**src/rtl/operand_fetch.sv**
```systemverilog
// rtl/operand_fetch.sv - register file read, busy scoreboard for RAW/WAW hazards, operand register
// Optional same-cycle writeback bypass enabled by defining OPFETCH_BYPASS_EN.
module operand_fetch #(
  parameter int DW = 8,
  parameter int AW = 2,
  parameter int TW = 4
) (
  input  logic          clk,
  input  logic          reset,
  input  logic          in_valid,
  output logic          in_ready,
  input  logic [AW-1:0] in_rs1,
  input  logic [AW-1:0] in_rs2,
  input  logic [AW-1:0] in_rd,
  input  logic          in_rd_wen,
  input  logic [TW-1:0] in_op,
  output logic [AW-1:0] rf_raddr1,
  output logic [AW-1:0] rf_raddr2,
  input  logic [DW-1:0] rf_rdata1,
  input  logic [DW-1:0] rf_rdata2,
  input  logic          wb_wen,
  input  logic [AW-1:0] wb_addr,
  input  logic [DW-1:0] wb_data,
  output logic          out_valid,
  input  logic          out_ready,
  output logic [DW-1:0] out_a,
  output logic [DW-1:0] out_b,
  output logic [AW-1:0] out_rd,
  output logic          out_rd_wen,
  output logic [TW-1:0] out_op
);

  localparam int NR = 1 << AW;

  logic [NR-1:0] busy;
  logic [NR-1:0] busy_next;
  logic          byp1;
  logic          byp2;
  logic          rd_wb_hit;
  logic          hazard;
  logic          accept;
  logic [DW-1:0] opnd_a;
  logic [DW-1:0] opnd_b;

  assign rf_raddr1 = in_rs1;
  assign rf_raddr2 = in_rs2;

  assign rd_wb_hit = wb_wen && (wb_addr == in_rd);

`ifdef OPFETCH_BYPASS_EN
  // Register file writes only land at the edge, so a matching writeback is forwarded here.
  assign byp1   = wb_wen && (wb_addr == in_rs1);
  assign byp2   = wb_wen && (wb_addr == in_rs2);
  assign opnd_a = byp1 ? wb_data : rf_rdata1;
  assign opnd_b = byp2 ? wb_data : rf_rdata2;
`else
  logic unused_wb_data;
  assign unused_wb_data = ^wb_data;
  assign byp1   = 1'b0;
  assign byp2   = 1'b0;
  assign opnd_a = rf_rdata1;
  assign opnd_b = rf_rdata2;
`endif

  // Source checks use pre-accept busy, so rs == rd of one instruction never self-stalls.
  assign hazard = (busy[in_rs1] && !byp1)
               || (busy[in_rs2] && !byp2)
               || (in_rd_wen && busy[in_rd] && !rd_wb_hit);

  assign in_ready = !reset && (!out_valid || out_ready) && !hazard;
  assign accept   = in_valid && in_ready;

  // Clear from writeback first, then set from accept so a same-register set wins.
  always_comb begin
    busy_next = busy;
    if (wb_wen) begin
      busy_next[wb_addr] = 1'b0;
    end
    if (accept && in_rd_wen) begin
      busy_next[in_rd] = 1'b1;
    end
  end

  always_ff @(posedge clk) begin
    if (reset) begin
      busy       <= '0;
      out_valid  <= 1'b0;
      out_a      <= '0;
      out_b      <= '0;
      out_rd     <= '0;
      out_rd_wen <= 1'b0;
      out_op     <= '0;
    end else begin
      busy <= busy_next;
      if (accept) begin
        out_valid  <= 1'b1;
        out_a      <= opnd_a;
        out_b      <= opnd_b;
        out_rd     <= in_rd;
        out_rd_wen <= in_rd_wen;
        out_op     <= in_op;
      end else if (out_ready) begin
        out_valid <= 1'b0;
      end
    end
  end

endmodule

```
**config.mk**
```make
export PLATFORM = sky130hd
export DESIGN_NAME = operand_fetch
export DESIGN_NICKNAME = d
export VERILOG_FILES = /design/src/rtl/operand_fetch.sv
export SDC_FILE = /design/constraint.sdc
export NUM_CORES = 1
export LEC_CHECK = 0
export ABC_AREA = 1
export BUFFER_PORTS_ARGS = -buffer_cell sky130_fd_sc_hd__buf_2
export CAP_MARGIN = 20
export CORE_MARGIN = 1.5
export CORE_UTILIZATION = 43
export DETAILED_ROUTE_END_ITERATION = 8
export PLACE_DENSITY = 0.74
export SYNTH_ARGS = -nofsm -noshare
export SYNTH_HDL_FRONTEND = slang
export SYNTH_SLANG_ARGS = --single-unit
```
**constraint.sdc**
```tcl
create_clock -name clk -period 2.06 [get_ports clk]
set_input_delay 0.206 -clock clk [delete_from_list [all_inputs] [get_ports clk]]
set_output_delay 0.206 -clock clk [all_outputs]
set_load 0.005 [all_outputs]
```
==> results of run 1 <==
## cells in the mapped netlist
cell and n:
nand3_4 1, inv_6 1, nor2_2 1, a21oi_2 19
dlygate4sd1_1 1, dfxtp_1 28, nand3_1 8, buf_6 4
inv_1 14, nand2_1 49, nand3_2 21, clkbuf_8 3
buf_4 5, a21oi_1 10, xnor2_1 1, nor2_4 1
buf_8 1, buf_12 2, nor2_1 3, and2_4 1
nand2_2 2, nand3b_1 1, o21ai_0 4
## metrics by stage
stage	instances	instance area (um^2)	total power [mW]
after CTS	279	1810	1.15
after global routing	280	1820	1.20
final	280	1820	1.14
after global placement	275	1760	0.786
after floorplan	181	1560	0.744
after detailed placement	275	1760	0.789
## metal layers
layer / global-route usage (%) / part of all wire (%) / vias to the layer above / routed length, um
met2: 28.3 / 47 / 39 / 1530
met1: 21.6 / 48 / 615 / 1580
met3: 4.11 / 4.9 / 2 / 161
li1: - / - / 688 / -
met5: 0 / 0 / - / 0
met4: 4.89 / 0.58 / 0 / 19
## path summary, 6_finish.rpt
| path | end | slack (ns) | cells past startpoint |
|---|---|---|---|
| worst max-delay path | in_ready | 0.23 | 7 |
| worst min-delay path | out_a[6] | 0.11 | 3 |
| worst max register to register | busy[1] | 0.38 | 9 |
| worst min register to register | out_b[3] | 0.47 | 2 |
## final cells by class
| class | instances | area (um^2) | area share, % |
|---|---|---|---|
| Multi-Input combinational cell | 123 | 762 | 41.9 |
| Sequential cell | 28 | 561 | 30.8 |
| Timing Repair Buffer | 64 | 325 | 17.9 |
| Inverter | 15 | 61.3 | 3.37 |
| Tap cell | 46 | 57.6 | 3.16 |
| Clock inverter | 1 | 30.0 | 1.65 |
| Clock buffer | 3 | 22.5 | 1.24 |
## state kept, by name (all words and copies together) (netlist names)
signal / count
out_valid: 1
out_op: 4
out_a: 8
out_rd: 2
out_rd_wen: 1
out_b: 8
busy: 4
## kinds of logic (layout without fill, tap and decap cells)
logic type	Yosys count	in the layout	share of synthesized area (%)
flops	28	28	35.8
simple gates	88	89	32.6
buf+inv	31	83	15.9
compound gates	33	33	15.1
xor+xnor	1	1	0.560
## repair_timing
| item | 4_1_cts | 5_1_grt |
|---|---|---|
| hold buffers | 0 | 0 |
| resized for setup | 0 | 0 |
| endpoints found under the setup margin | 0 | 1 |
## report_power, final
part	switching, mW	leakage, nW	internal [mW]
combinational	0.123	0.546	0.0826
sequential	0.0109	0.227	0.564
clock	0.167	0.0279	0.197
total	0.302	0.801	0.843
## critical path: stages, from the launching register on
cell and delay, ns:
dfxtp_1 0.36, inv_1 0.08, nand2_1 0.05, nand3b_1 0.07
nand3_1 0.11, nor2_4 0.16, and2_4 0.30, buf_2 0.15
==> results_dict.tcl, run 1 <==
set metrics [dict create \
    status "complete, no violations" \
    nFillCells 356 \
    fmax_mhz 548 \
    initial_utilization_pct 45.8 \
    cts_tree "built" \
    hp-class "primary input to flip-flop" \
    antenna_found_initial 0 \
    setup_ws_ns 0.234 \
    die_area_um2 4010 \
    clk_pin_slew_ns 0.15 \
    pre_cts_slack_ns 0.403 \
    htree_levels 1 \
    layout.nets 277 \
    dieHeight_um 63.3 \
    finalMaxSlewViolations 0 \
    grt-ovfl-total 0 \
    drt-total-wl_um 3290 \
    cts_sinks 28 \
    endpoint_kind "primary output" \
    yosys-top-cells-area "dfxtp_1 36%, nand3_2 13%, nand2_1 12%, a21oi_2 11%, inv_1 3.4%" \
    final_cell_mix "62 x buf_2, 49 x nand2_1, 28 x dfxtp_1" \
    worstReg2RegStart "busy[0]" \
    grt_pass1_wl_um 5440 \
    worstSetupPathType "flip-flop to primary output" \
    synth.distinct_cells 23 \
    whs_ns 0.105 \
    cap_violations 0 \
    slew-limit-headroom_pct 73.3 \
    crit_required_ns 1.85 \
    place_hpwl_um 2230 \
    yosysTopAreaCellShare_pct 35.8 \
    fin_skew_ns 0.00310 \
    drt-initial-drc-count 43 \
    core_um2 3420 \
    min_from "rf_rdata1[6]" \
    num_io_pins 71 \
    diodes 0 \
    area_growth_pct 16.3 \
    rsz0062_at_grt "false" \
    p_per_area_nw_per_um2 629 \
    row_count 21 \
    vias 1344 \
    syn-cell-area_um2 1560 \
    startpoint "busy[0]" \
    final_common_cell "buf_2" \
    yosys_register_bits 28 \
    netlist_instances 181 \
    yosysSeqAreaShare_pct 35.8 \
    cellLeakagePower_nw 0.801 \
    grt_pass1_vias 1243 \
    clockBufferDepth 2 \
    place.gp.congestion 0.747 \
    utilization_pct 53.3 \
    die_w_um 63.3 \
    period_minus_slack_ns 1.83 \
    syn_area_per_cell_um2 8.64 \
    finalSetupViolations 0 \
    tightest_slew_ns 0.400 \
    worstPathArrival_ns 1.62 \
    tns_ns 0 \
    via_per_inst 4.80 \
    drt-pass1-iter-count 4 \
    antenna_left 0 \
    synth_top_area_cell "dfxtp_1" \
    cts_root_buf "clkbuf_4" \
    route.detailed.drc 0 \
    port_buffers 62 \
    grt_max_degree 29 \
    post-cts-setup-buffers 0 \
    drive_gt1_share_pct 49.6 \
    period_share_pct 88.7 \
    setup.worst_path.start_class "flip-flop" \
    crit_fanout 12 \
    grt_use_total_pct 16.9 \
    clkLatencyLatePin_ns 0.33 \
    avgRoutedWirePerCell_um 11.8 \
    hold_viol_final 0 \
    cts_made_buffers 3 \
    ys_warn_count 0 \
    synth_nets 223 \
    irDropWorstVdd_mv 0.354 \
]
(Power assumes the default switching activity.)
==> run 2, diff against run 1 <==
--- a/config.mk
+++ b/config.mk
@@ -9,9 +9,9 @@
 export BUFFER_PORTS_ARGS = -buffer_cell sky130_fd_sc_hd__buf_2
 export CAP_MARGIN = 20
 export CORE_MARGIN = 1.5
-export CORE_UTILIZATION = 43
+export CORE_UTILIZATION = 50
 export DETAILED_ROUTE_END_ITERATION = 8
-export PLACE_DENSITY = 0.74
+export PLACE_DENSITY = 0.84
 export SYNTH_ARGS = -nofsm -noshare
 export SYNTH_HDL_FRONTEND = slang
 export SYNTH_SLANG_ARGS = --single-unit
==> run 2 against run 1 <==
Compared with the run above:
- fmax down 3.3%
- combinational power down 2%
- setup slack worse by 0.063 ns
- hold slack better by 0.020 ns
- via count down 3.3%
- final cell count down 4.6%
- critical path type unchanged
- critical endpoint unchanged
- largest power group unchanged
==> results_dict.tcl, run 2 (synthesis results as in run 1) <==
set metrics [dict create \
    finalSetupViolations 0 \
    worstSetupPathType "flip-flop to primary output" \
    tns_ns 0 \
    period_minus_slack_ns 1.89 \
    dieHeight_um 58.9 \
    fmax_mhz 529 \
    cellLeakagePower_nw 0.795 \
    status "complete, no violations" \
    p_sw_share_pct 26.9 \
    hold_viol_final 0 \
    netSwitchingPower_mw 0.278 \
    finalPower_mw 1.03 \
    post-cts-setup-buffers 0 \
    core_um2 3000 \
    route.detailed.drc 0 \
    clk_pin_slew_ns 0.14 \
    p_per_area_nw_per_um2 577 \
    htree_levels 1 \
    p_int_mw 0.754 \
    avgRoutedWirePerCell_um 11.3 \
    cts_tree "built" \
    irDropWorstVdd_mv 0.380 \
    row_count 20 \
    seqPwrFrac_pct 55.6 \
    place_hpwl_um 2260 \
    p_comb_share_pct 19.5 \
    cap_violations 0 \
    num_io_pins 71 \
    die_area_um2 3470 \
    top_regs "out_a (8), out_b (8)" \
    clockBufferDepth 2 \
    postCtsResizedCells 0 \
    crit_required_ns 1.85 \
    worstPathArrival_ns 1.68 \
    drive_gt1_share_pct 49.6 \
    period_share_pct 91.7 \
    cts_sinks 28 \
    final_common_cell "buf_2" \
    grt-ovfl-total 0 \
    crit_chain "inv_1 -> nand2_1 -> nand3b_1 -> nand3_1 -> nor2_4 -> and2_4 -> buf_2" \
    slew-limit-headroom_pct 73.8 \
    drt-pass1-iter-count 4 \
    endpoint_kind "primary output" \
    multi_input_area_um2 754 \
    die_w_um 58.9 \
    hp-class "primary input to flip-flop" \
    finalMaxSlewViolations 0 \
    tightest_slew_ns 0.394 \
    port_buffers 62 \
    clkLatencyLatePin_ns 0.31 \
    drt-total-wl_um 3030 \
    antenna_left 0 \
    grt_use_total_pct 18.5 \
    setup.worst_path.start_class "flip-flop" \
    crit_fanout 23 \
    vias 1300 \
    pwr-share-clk_pct 24.9 \
    layout.nets 277 \
    cts_root_buf "clkbuf_4" \
    area_growth_pct 14.2 \
    via_per_inst 4.87 \
    drt-initial-drc-count 53 \
    diodes 0 \
    nFillCells 294 \
    initial_utilization_pct 52.1 \
    slowest_delay_ns 0.38 \
    fin_skew_ns 0.00280 \
    rsz0062_at_grt "false" \
    cts_made_buffers 3 \
    place.gp.congestion 0.734 \
    final_cell_mix "62 x buf_2, 49 x nand2_1, 28 x dfxtp_1" \
    antenna_found_initial 0 \
    grt_max_degree 29 \
    seq_area_um2 561 \
    grt_pass1_vias 1228 \
    holdBufCountCts 0 \
    cp_slowest_cell "and2_4" \
    grt_pass1_wl_um 5040 \
]
run 2: worst paths after layout:
check / start / to / slack (ns) / cells after the start
hold / removal: rf_rdata2[5] / out_b[5] / 0.13 / 3
setup reg to reg: busy[0] / out_b[3] / 0.57 / 8
setup / recovery: busy[0] / in_ready / 0.17 / 7
hold reg to reg: out_b[2] / out_b[2] / 0.47 / 2
run 2: layout make-up:
type                            count  area share (%)
Clock buffer                        4            2.03
Tap cell                           33            2.31
Sequential cell                    28            31.4
Timing Repair Buffer               65            18.6
Multi-Input combinational cell    122            42.2
Inverter                           15            3.43
run 2: layer usage:
metal,share of wire [%],wire [um],global-route usage [%],vias to the layer above
li1,-,-,-,685
met1,44,1350,22.5,581
met2,51,1530,34.0,32
met3,4.1,124,2.42,2
met4,0.66,20,5.19,0
met5,0,0,0,-
run 2: worst max-delay path, delay by kind of cell (launching register included):
| kind | cells | cell delay [ns] |
|---|---|---|
| buffers and inverters | 2 | 0.25 |
| AND/OR/NAND/NOR | 5 | 0.74 |
| flip-flops | 1 | 0.36 |
run 2: power by group through the flow:
stage                     clock network (mW)  registers (mW)  logic, mW
after detailed placement                   0           0.585      0.205
final                                  0.256           0.574      0.202
after CTS                              0.271           0.574      0.205
after floorplan                            0           0.588      0.156
after global placement                     0           0.585      0.201
after global routing                   0.289           0.577      0.224
run 2: metrics by stage:
step | utilization (%) | hold slack [ns] | cells | cell area [um^2] | setup WS [ns]
after floorplan | - | 0.349 | 181 | 1560 | 0.758
after global placement | 58.3 | 0.451 | 263 | 1750 | 0.522
after detailed placement | 58.3 | 0.453 | 263 | 1750 | 0.501
after CTS | 59.5 | 0.108 | 267 | 1790 | 0.143
after global routing | 59.5 | 0.104 | 267 | 1790 | 0.0220
final | 59.5 | 0.125 | 267 | 1790 | 0.171
==> run 3, diff against run 2 <==
--- a/config.mk
+++ b/config.mk
@@ -6,12 +6,13 @@
 export NUM_CORES = 1
 export LEC_CHECK = 0
 export ABC_AREA = 1
-export BUFFER_PORTS_ARGS = -buffer_cell sky130_fd_sc_hd__buf_2
 export CAP_MARGIN = 20
 export CORE_MARGIN = 1.5
 export CORE_UTILIZATION = 50
 export DETAILED_ROUTE_END_ITERATION = 8
-export PLACE_DENSITY = 0.84
+export DONT_BUFFER_PORTS = 1
+export PLACE_DENSITY = 0.65
+export SETUP_SLACK_MARGIN = 0.4
 export SYNTH_ARGS = -nofsm -noshare
 export SYNTH_HDL_FRONTEND = slang
 export SYNTH_SLANG_ARGS = --single-unit
==> run 3 against run 2 <==
Compared with the run above:
- the flow now finishes with violations (hold timing)
- sequential share of layout area increased by 0.17 points
- setup slack improved by 0.25 ns
- total power increased by 1.8%
- non-clock buffer count decreased by 38
==> results_dict.tcl, run 3 (synthesis results as in run 1) <==
set metrics [dict create \
    status "complete, but fails checks" \
    violations "hold timing" \
    crit_required_ns 1.85 \
    fin_skew_ns 0.00520 \
    cts_root_buf "clkbuf_4" \
    crit_fanout 6 \
    drive_gt1_share_pct 34.2 \
    cp_slowest_cell "dfxtp_1" \
    route.detailed.drc 0 \
    finalSetupViolations 0 \
    place.gp.congestion 0.739 \
    cap_violations 0 \
    drt-initial-drc-count 41 \
    period_share_pct 79.8 \
    dpl-instance-area_um2 1420 \
    rsz0062_at_grt "true" \
    fmax_mhz 608 \
    nFillCells 280 \
    final_common_cell "nand2_1" \
    finalMaxSlewViolations 0 \
    tns_ns 0 \
    core_um2 3000 \
    grt_max_degree 29 \
    period_minus_slack_ns 1.64 \
    grt_pass1_wl_um 5490 \
    initial_utilization_pct 52.1 \
    clk_pin_slew_ns 0.15 \
    clockBufferDepth 2 \
    hp-class "primary input to flip-flop" \
    hold_viol_final 1 \
    setup.worst_path.start_class "flip-flop" \
    via_per_inst 5.56 \
    grt_use_total_pct 21.0 \
    dieHeight_um 58.9 \
    grt_pass1_vias 1223 \
    die_w_um 58.9 \
    num_io_pins 71 \
    layout.nets 242 \
    p_per_area_nw_per_um2 587 \
    avgRoutedWirePerCell_um 16.4 \
    port_buffers 0 \
    utilization_pct 59.6 \
    design_area_um2 1790 \
    antenna_left 0 \
    cts_made_buffers 3 \
    whs_ns -0.00550 \
    area_growth_pct 14.4 \
    drt-pass1-iter-count 3 \
    cellLeakagePower_nw 0.638 \
    diodes 0 \
    grt-ovfl-total 0 \
    clkLatencyLatePin_ns 0.34 \
    place_hpwl_um 2090 \
    slew-limit-headroom_pct 46.6 \
    setup_ws_ns 0.416 \
    cts_sinks 28 \
    drt-total-wl_um 3810 \
    cts_tree "built" \
    htree_levels 1 \
    tightest_slew_ns 0.799 \
    final_cell_mix "48 x nand2_1, 25 x dfxtp_1, 24 x nand3_2" \
    worstPathArrival_ns 1.44 \
    antenna_found_initial 0 \
    row_count 20 \
    irDropWorstVdd_mv 0.345 \
    die_area_um2 3470 \
    slowest_delay_ns 0.37 \
    worstSetupPathType "flip-flop to primary output" \
    pre_cts_slack_ns 0.479 \
    finalPower_mw 1.05 \
    crit_chain "inv_1 -> nand2_1 -> nand3_1 -> nand2_2 -> nor2_4 -> and2_4" \
    endpoint_kind "primary output" \
    vias 1290 \
    top_regs "out_a (8), out_b (8)" \
]
-- run 3: cell count changes in the layout (fill, tap and decap cells not counted), sizes merged --
cell | before | now
and2 | 1 | 3
nand3 | 30 | 31
dlygate4sd3 | 0 | 23
buf | 65 | 4
-- run 3: layout make-up --
class                   count  area, um^2  area share (%)
multi-input cells         125         813            45.5
repair buffers             27         273            15.2
well taps                  33        41.3            2.31
clock buffers               4        36.3            2.03
flip-flops and latches     28         564            31.5
inverters                  15        61.3            3.43
-- run 3: worst paths after layout --
| path | start | endpoint | slack, ns | depth (start not counted) |
|---|---|---|---|---|
| worst max register to register | busy[2] | out_b[7] | 0.47 | 9 |
| worst max-delay path | busy[2] | in_ready | 0.42 | 6 |
| worst min-delay path | in_valid | out_a[3] | -0.006 | 2 |
| worst min register to register | out_rd_wen | out_rd_wen | 0.50 | 2 |
-- run 3: repair_timing --
action / 4_1_cts / 5_1_grt
endpoints found under the hold margin: 28 / 4
buffers inserted: 0 / 3
resized for setup: 0 / 12
endpoints found under the setup margin: 1 / 8
pin swaps: 1 / 3
hold buffers: 21 / 3
cloned: 1 / 2
-- run 3: worst max-delay path, delay by kind of cell (launching register included) --
kind	cells	cell delay (ns)
AND/OR/NAND/NOR	5	0.64
flip-flops	1	0.37
buffers and inverters	1	0.09
-- run 3: per-layer routing --
metal,share of wire (%),global-route usage [%],vias up
met5,0,0,-
met4,1.2,6.82,0
met3,6.4,4.62,5
met2,49,36.8,49
met1,43,25.2,612
li1,-,-,624
-- run 3: metrics by stage --
step | hold WS (ns) | std cells
after floorplan | 0.349 | 181
after global placement | 0.273 | 198
after detailed placement | 0.275 | 198
after CTS | 0.00154 | 224
after global routing | 0.00149 | 232
final | -0.00550 | 232
-- run 3: where the power goes --
part | switching (mW) | internal [mW] | total (mW)
clock | 0.169 | 0.109 | 0.277
sequential | 0.0170 | 0.564 | 0.581
combinational | 0.108 | 0.0845 | 0.192
total | 0.294 | 0.757 | 1.05
